File: config.mk
export PLATFORM = sky130hd
export DESIGN_NAME = factor_rebuild
export DESIGN_NICKNAME = d
export VERILOG_FILES = /design/src/rtl/factor_rebuild.sv
export SDC_FILE = /design/constraint.sdc
export NUM_CORES = 1
export LEC_CHECK = 0
export ABC_AREA = 1
export CAP_MARGIN = 20
export CORE_MARGIN = 2
export CORE_UTILIZATION = 63
export DETAILED_ROUTE_END_ITERATION = 10
export PLACE_DENSITY = 0.95
export SETUP_SLACK_MARGIN = 0.5
export SYNTH_ARGS = -nofsm -noshare
export SYNTH_HDL_FRONTEND = slang
export SYNTH_SLANG_ARGS = --single-unit
File: constraint.sdc
create_clock -name clk -period 4.2 [get_ports clk]
set_input_delay 0.63 -clock clk [delete_from_list [all_inputs] [get_ports clk]]
set_output_delay 0.63 -clock clk [all_outputs]
set_load 0.05 [all_outputs]
File: src/rtl/factor_rebuild.sv
// factor_rebuild: multiplies a factor stream back into a product and
// compares it with the latched target, flagging any W-bit overflow.
//
// Ports:
//   clk, reset        rising-edge clock, async active-high reset
//   Start, InA        begin a job (IDLE only), target operand
//   FacValid/FacData/FacLast/FacReady
//                     factor stream handshake; FacLast marks the final factor
//   Busy, Done        job in progress, one-cycle result pulse
//   Match, Ovf        product equals target, sticky overflow
//   Product, FacCnt   low W bits of the product, saturating factor count
module factor_rebuild #(
  parameter int W    = 8,
  parameter int CNTW = 4
) (
  input  logic            clk,
  input  logic            reset,
  input  logic            Start,
  input  logic [W-1:0]    InA,
  input  logic            FacValid,
  input  logic [W-1:0]    FacData,
  input  logic            FacLast,
  output logic            FacReady,
  output logic            Busy,
  output logic            Done,
  output logic            Match,
  output logic            Ovf,
  output logic [W-1:0]    Product,
  output logic [CNTW-1:0] FacCnt
);

  localparam int BW = (W > 1) ? $clog2(W) : 1;

  typedef enum logic [1:0] {
    S_IDLE,
    S_WAIT,
    S_MUL,
    S_DONE
  } state_t;

  state_t          state_q;
  logic [W-1:0]    tgt_q;
  logic [W-1:0]    prod_q;
  logic [W-1:0]    mcand_q;
  logic [W-1:0]    mplier_q;
  logic [2*W-1:0]  acc_q;
  logic [BW-1:0]   bit_q;
  logic            last_q;
  logic            ovf_q;
  logic            match_q;
  logic            done_q;
  logic            busy_q;
  logic [CNTW-1:0] cnt_q;

  logic [2*W-1:0]  pp;
  logic [2*W-1:0]  acc_d;
  logic            step_end;
  logic            ovf_d;
  logic            match_d;

  // One shift-add step; the final step's sum is the new product.
  always_comb begin
    pp = '0;
    if (mplier_q[bit_q]) begin
      pp = {{W{1'b0}}, mcand_q} << bit_q;
    end
    acc_d    = acc_q + pp;
    step_end = (bit_q == BW'(W - 1));
    ovf_d    = ovf_q | (|acc_d[2*W-1:W]);
    match_d  = !ovf_d && (acc_d[W-1:0] == tgt_q);
  end

  always_ff @(posedge clk or posedge reset) begin
    if (reset) begin
      state_q  <= S_IDLE;
      tgt_q    <= '0;
      prod_q   <= {{(W-1){1'b0}}, 1'b1};
      mcand_q  <= '0;
      mplier_q <= '0;
      acc_q    <= '0;
      bit_q    <= '0;
      last_q   <= 1'b0;
      ovf_q    <= 1'b0;
      match_q  <= 1'b0;
      done_q   <= 1'b0;
      busy_q   <= 1'b0;
      cnt_q    <= '0;
    end else begin
      done_q <= 1'b0;
      unique case (state_q)
        S_IDLE: begin
          if (Start) begin
            tgt_q   <= InA;
            prod_q  <= {{(W-1){1'b0}}, 1'b1};
            cnt_q   <= '0;
            ovf_q   <= 1'b0;
            match_q <= 1'b0;
            busy_q  <= 1'b1;
            state_q <= S_WAIT;
          end
        end
        S_WAIT: begin
          if (FacValid) begin
            mcand_q  <= prod_q;
            mplier_q <= FacData;
            acc_q    <= '0;
            bit_q    <= '0;
            last_q   <= FacLast;
            if (!(&cnt_q)) begin
              cnt_q <= cnt_q + CNTW'(1);
            end
            state_q  <= S_MUL;
          end
        end
        S_MUL: begin
          acc_q <= acc_d;
          bit_q <= bit_q + BW'(1);
          if (step_end) begin
            prod_q <= acc_d[W-1:0];
            ovf_q  <= ovf_d;
            if (last_q) begin
              // Match is judged on the values entering DONE.
              match_q <= match_d;
              done_q  <= 1'b1;
              state_q <= S_DONE;
            end else begin
              state_q <= S_WAIT;
            end
          end
        end
        S_DONE: begin
          busy_q  <= 1'b0;
          state_q <= S_IDLE;
        end
        default: begin
          busy_q  <= 1'b0;
          state_q <= S_IDLE;
        end
      endcase
    end
  end

  // Ready is a pure state decode so the sender sees no input-to-output path.
  assign FacReady = (state_q == S_WAIT);
  assign Busy     = busy_q;
  assign Done     = done_q;
  assign Match    = match_q;
  assign Ovf      = ovf_q;
  assign Product  = prod_q;
  assign FacCnt   = cnt_q;

endmodule

==> flow_summary.toml, run 1 <==
[global_route]
grt_pass1_vias = 4081
grt_pass1_wl_mm = 18.5
grt-ovfl-total = 0
antenna_found_initial = 0
grtUsageTotal_pct = 32.7
grt_max_degree = 35

[finish]
fillCellCount = 484
drive_gt1_share_pct = 7.81
antenna_cells = 0
final_nets = 675
area_delta_synth_final_pct = 14.8

[routing]
drtAntennaViolNets = 0
viasPerCell = 5.72
wl_mm = 10.8
drt_first_iter_violations = 419
drt_pass1_iterations = 5
vias = 4100
drc = 0
wl_per_cell_um = 15.1

[placement]
port_buffers = 37
dp.final_hpwl_mm = 7.99
place.gp.congestion = 0.950

[run]
maxCapViolations = 0

[clock_tree]
cts_hold_buf = 0
numCtsBuffers = 9
cts-root-buf = "clkbuf_8"
cts-resized-gates = 0
clkSinkCount = 62
clk_pin_slew_worst_paths_ns = 0.07
htreeDepth = 3
ctsLongestPathBuffers = 2
cts_tree = "built"
clk_latency_ns = 0.35
post_cts_buffers = 0

[worst_setup_path]
cp.required_ns = 4.48
cp_common_cell = "nand2_1"
rr_startpoint = "bit_q[0]$_DFFE_PP0P_"
critPathKind = "reg2reg"
slowest_delay_ns = 0.53
crit_path_top_delay_cell = "dfrtp_2"
cp_data_arrival_time_ns = 3.66
worstSetupEndpointType = "flop"
crit_start = "bit_q[0]$_DFFE_PP0P_"
crit_path_start_kind = "flop"
path_cells = "inv_2 -> nor2_1 -> o21ai_0 -> nand2_1 -> nor3_1 -> ha_1 -> inv_1 -> fa_1 -> inv_1 -> nand3_1 -> nand2_1 -> nand2_1 -> nand3_1 -> nand2_1 -> nor2_1 -> nand2_1 -> nor2_1 -> nand3_1 -> nand2_1"
crit_fanout = 16

[floorplan]
pin_count = 38
dieHeight_um = 84.3
initial_utilization_pct = 64.7
core_sq_um = 6280
fp-row-count = 29
die_w_um = 84.3
dieArea_sq_um = 7100

[yosys]
synthXorXnorAreaFrac_pct = 0
synth-simple-area-share_pct = 36.1
ys.flop_type = "dfrtp_1"
yosysMostFrequentCell = "nand2_1"
yosys.area.top_type_share_pct = 37.6
synth_fa_ha_area_share_pct = 6.04
synthesis.nets = 639
ys_types = 36
ys_seq_area_share_pct = 38.2
async_reset_ff_share_pct = 100
synth.area.mux_share_pct = 0.740
synth_edf_count = 0
syn-cell-area_sq_um = 4060
ys_ff_latch = 62
synth_common_cells = "221 x nand2_1, 81 x inv_1, 61 x dfrtp_1"
avgSynthCellArea_sq_um = 6.78
synth_top_cell_by_area = "dfrtp_1"
synthTopCellsByArea = "dfrtp_1 38%, nand2_1 20%, inv_1 7.5%"
synth_compound_area_share_pct = 9.52
netlist_instances = 599
synth_top_family_by_area = "simple AND/OR/NAND/NOR gates"
ys_warn_count = 0

[power_and_ir_drop]
power_density_nw_per_um2 = 716
vdd_drop_max_mv = 0.576
leakage_nw = 2.54

[timing]
finalHoldWorstSlack_ns = 0.492
skew_ns = 0.0105
rsz0062_at_grt = "no"
hold_viol = 0
relSlewSlack_pct = 46.6
fmax_ghz = 0.296
report.final.slew_viol_count = 0
worst_slew_pin_slew_ns = 0.797
setup_viol = 0
finalSetupTns_ns = 0
period_minus_slack_ns = 3.37
timing.final.crit_share_pct = 80.3

[min_path]
worstHoldPathType = "reg2reg"
worstHoldStart = "Match$_DFFE_PP0P_"

[outcome]
status = "finished, final reports clean"
[routing by layer]
layer	wire [um]	part of all wire, %	global-route usage [%]
met5	0	0	0
met4	472	4.4	14.5
met3	775	7.2	8.16
met2	5220	48	55.1
met1	4370	40	39.7
[area by class of cell]
type	instances	area (sq um)	share of cell area, %
multi-input cells	437	2130	45.6
repair buffers	38	378	8.11
well taps	77	96.3	2.07
clock buffers	11	141	3.03
clock inverters	5	35.0	0.752
inverters	87	327	7.01
flip-flops and latches	62	1560	33.4
[stage by stage]
step	area, sq um	util, %	setup slack [ns]	total power [mW]	cells
finish	4660	74.2	0.826	3.34	717
global route	4660	74.2	0.533	3.60	717
CTS	4660	74.2	0.836	3.30	717
detailed placement	4480	71.4	0.861	2.81	701
global placement	4480	71.4	0.895	2.73	701
floorplan	4060	-	1.56	2.34	599
[layout by cell type, fill, tap and decap left out, types with 3 or more instances in the layout]
cell type / n
nand2_2: 10
clkdlybuf4s50_1: 37
inv_2: 5
nand4_1: 4
nor2_1: 38
a21oi_1: 9
dfrtp_1: 59
nand3_2: 3
nand3_1: 45
nor3_1: 9
mux2i_1: 3
nand3b_1: 3
o21ai_0: 51
nor2_2: 4
ha_1: 18
clkbuf_8: 10
nand2_1: 221
inv_1: 80
[where the power goes]
part / internal, mW / total [mW] / switching [mW] / leakage (nW)
Clock: 0.231 / 0.483 / 0.251 / 0.0897
Combinational: 0.582 / 1.78 / 1.20 / 1.64
Sequential: 0.844 / 1.07 / 0.230 / 0.813
Total: 1.66 / 3.34 / 1.68 / 2.54
[cells by family after synthesis]
group	after synthesis
AO/OA/AOI/OAI	71
adder cells (fa/ha/maj)	19
buffers and inverters	100
flip-flops	62
multiplexers	3
AND/OR/NAND/NOR	344
[registers in the layout, summed over array words and instances, names as in the netlist]
signal,flops
Ovf,1
Match,1
bit_q,3
Done,1
Product,8
last_q,1
state_q,2
tgt_q,8
mcand_q,8
Busy,1
acc_q,16
FacCnt,4
mplier_q,8
[worst max-delay path: cells and delay by family, from the launching register on]
kind / cells / cell delay, ns
adder cells (fa/ha/maj): 2 / 0.60
AO/OA/AOI/OAI: 1 / 0.21
buffers and inverters: 3 / 0.38
AND/OR/NAND/NOR: 13 / 1.59
flip-flops: 1 / 0.53
[final timing paths]
check                                          to  slack (ns)  cells past startpoint
min reg2reg                     Match$_DFFE_PP0P_        0.49                      2
min                             Match$_DFFE_PP0P_        0.49                      2
max in group asynchronous  Product[0]$_DFFE_PP1P_        2.55                      3
min in group asynchronous   FacCnt[0]$_DFFE_PP0P_        0.71                      2
max reg2reg                     Match$_DFFE_PP0P_        0.83                     19
max                             Match$_DFFE_PP0P_        0.83                     19
No activity file was read; power rests on OpenSTA's default activity.
==> run 2: changes to the inputs <==
Settings changed: CORE_UTILIZATION 63 to 52, PLACE_DENSITY 0.95 to 0.85.
Clock period 4.2 ns to 2.85 ns, I/O delays scaled along.
==> run 2 against run 1 <==
  * The run now ends with negative setup slack left
  * Sequential share of layout area shrank 5.1 points
  * Routed wire length rose by 23%
  * First-iteration DRC count is 40% higher
  * Combinational power up 110%
  * Setup slack got worse by 0.91 ns
  * Sequential power rose by 50%
  * Register-to-register slack got worse by 0.91 ns
  * Clock skew rose by 0.0029 ns
  * Hold slack worse by 0.11 ns
  * Die area is 20% higher
  * Critical endpoint is now Ovf$_DFFE_PP0P_
  * Largest cell class unchanged
==> flow_summary.toml, run 2 (same netlist as run 1, synthesis figures left out) <==
[outcome]
status = "finished with violations"
violations = "negative setup slack"

[clock_tree]
cts_tree = "built"
clkSinkCount = 62
clk_latency_ns = 0.36
ctsLongestPathBuffers = 2
clk_pin_slew_worst_paths_ns = 0.08
htreeDepth = 3
numCtsBuffers = 9
cts_hold_buf = 0
cts-root-buf = "clkbuf_8"

[routing]
wl_per_cell_um = 17.2
drt_first_iter_violations = 586
drt_pass1_iterations = 8
wl_mm = 13.3
viasPerCell = 5.92
vias = 4585
drtAntennaViolNets = 0
drc = 0

[worst_setup_path]
rr_startpoint = "bit_q[0]$_DFFE_PP0P_"
critPathKind = "reg2reg"
crit_fanout = 6
cp_common_cell = "nand2_1"
r2r-end = "Ovf$_DFFE_PP0P_"
path_cells = "buf_6 -> mux2i_4 -> nand2_1 -> o21ai_2 -> nor2_1 -> o21ai_1 -> inv_1 -> ha_4 -> nand2_1 -> buf_4 -> nor2_4 -> nand2_4 -> nand3_2 -> nand2_2 -> nor2_2 -> nand2_1 -> nor2_2 -> nand2_1 -> nand2_1 -> nand2_1"
worstSetupEndpointType = "flop"
ff2ff_path_depth = 20
crit_path_top_delay_cell = "dfrtp_2"
cp_data_arrival_time_ns = 3.19
slowest_delay_ns = 0.47
cp.required_ns = 3.10
crit_path_start_kind = "flop"
reg2reg_slack_ns = -0.09

[floorplan]
die_w_um = 92.4
fp-row-count = 32
core_sq_um = 7650
dieArea_sq_um = 8530
pin_count = 38
dieHeight_um = 92.4
initial_utilization_pct = 53.1

[run]
maxCapViolations = 0

[timing]
timing.final.crit_share_pct = 103
relSlewSlack_pct = 66.6
hold_viol = 0
skew_ns = 0.0134
report.final.slew_viol_count = 0
finalSetupTns_ns = -0.158
period_minus_slack_ns = 2.94
setup_viol = 2
fin_ws_ns = -0.0889
worst_slew_pin_slew_ns = 0.499
fmax_ghz = 0.340
rsz0062_at_grt = "yes"

[global_route]
grt-ovfl-total = 0
grt_pass1_wl_mm = 19.2
grt_pass1_vias = 4166
grt_max_degree = 28
antenna_found_initial = 0
grtUsageTotal_pct = 28.3

[finish]
final_nets = 708
largest_register_ffs = 16
drive_gt1_share_pct = 26.0
antenna_cells = 0
final_cell_mix = "188 x nand2_1, 72 x inv_1, 60 x dfrtp_1"
area_delta_synth_final_pct = 35.3
regMostFlops = "acc_q"
final_common_cell = "nand2_1"
fillCellCount = 509

[placement]
place.gp.congestion = 1.00
dp.final_hpwl_mm = 7.87
port_buffers = 37

[min_path]
worstHoldPathType = "in2async"

[power_and_ir_drop]
power_density_nw_per_um2 = 1140
leakage_nw = 2.80
vdd_drop_max_mv = 0.941
finalPower_mw = 6.24
==> run 2: cell count changes in the layout (fill, tap and decap cells not counted), sizes merged <==
cell    change
buf        +33
bufinv      +1
clkbuf      -1
==> run 2: per-stage QoR <==
| step | setup WS (ns) | util (%) | instance area (sq um) | hold WS [ns] | cells |
|---|---|---|---|---|---|
| after floorplan | 0.347 | - | 4100 | 0.444 | 599 |
| after global placement | -0.0714 | 60.5 | 4620 | 0.471 | 735 |
| after detailed placement | -0.112 | 60.5 | 4620 | 0.470 | 735 |
| after CTS | 0.108 | 67.9 | 5190 | 0.406 | 766 |
| after global routing | -0.224 | 71.8 | 5490 | 0.456 | 775 |
| final | -0.0889 | 71.8 | 5490 | 0.386 | 775 |
==> run 2: power breakdown <==
part	switching, mW	total, mW	internal, mW
Sequential	0.370	1.61	1.24
Clock	0.400	0.832	0.432
Combinational	2.37	3.80	1.43
==> run 2: critical path: cells and delay by family, from the launching register on <==
family | cells | cell delay (ns)
fa+ha+maj | 1 | 0.31
mux | 1 | 0.25
buf+inv | 3 | 0.41
compound gates | 2 | 0.25
simple gates | 13 | 1.13
flops | 1 | 0.47
==> run 2: how the worst max path moves through the flow <==
stage,startpoint,endpoint,cells past startpoint
after global routing,bit_q[0]$_DFFE_PP0P_,Ovf$_DFFE_PP0P_,21
after detailed placement,bit_q[0]$_DFFE_PP0P_,Ovf$_DFFE_PP0P_,19
after floorplan,bit_q[0]$_DFFE_PP0P_,Match$_DFFE_PP0P_,20
after CTS,bit_q[0]$_DFFE_PP0P_,Match$_DFFE_PP0P_,20
after global placement,bit_q[0]$_DFFE_PP0P_,Match$_DFFE_PP0P_,20
final,bit_q[0]$_DFFE_PP0P_,Ovf$_DFFE_PP0P_,20
==> run 2: timing repair <==
item	in CTS	in global routing
setup buffers	15	9
pin swaps	8	24
gates resized for setup	60	79
endpoints found under the setup margin	23	23
hold endpoints to repair	0	0
==> run 2: final cells by class <==
class / count / area, sq um / area share, %
multi-input cells: 437 / 2620 / 47.7
flip-flops and latches: 62 / 1550 / 28.3
repair buffers: 71 / 653 / 11.9
inverters: 87 / 332 / 6.04
clock buffers: 10 / 138 / 2.51
well taps: 102 / 128 / 2.32
clock inverters: 6 / 68.8 / 1.25
==> run 2: per-layer routing <==
| metal | GRT usage, % | wire [um] | vias to the layer above | part of all wire (%) |
|---|---|---|---|---|
| met5 | 0 | 0 | - | 0 |
| li1 | - | - | 2033 | - |
| met3 | 5.29 | 1310 | 104 | 9.8 |
| met4 | 15.3 | 913 | 0 | 6.8 |
| met1 | 34.5 | 4800 | 2118 | 36 |
| met2 | 47.4 | 6320 | 330 | 47 |
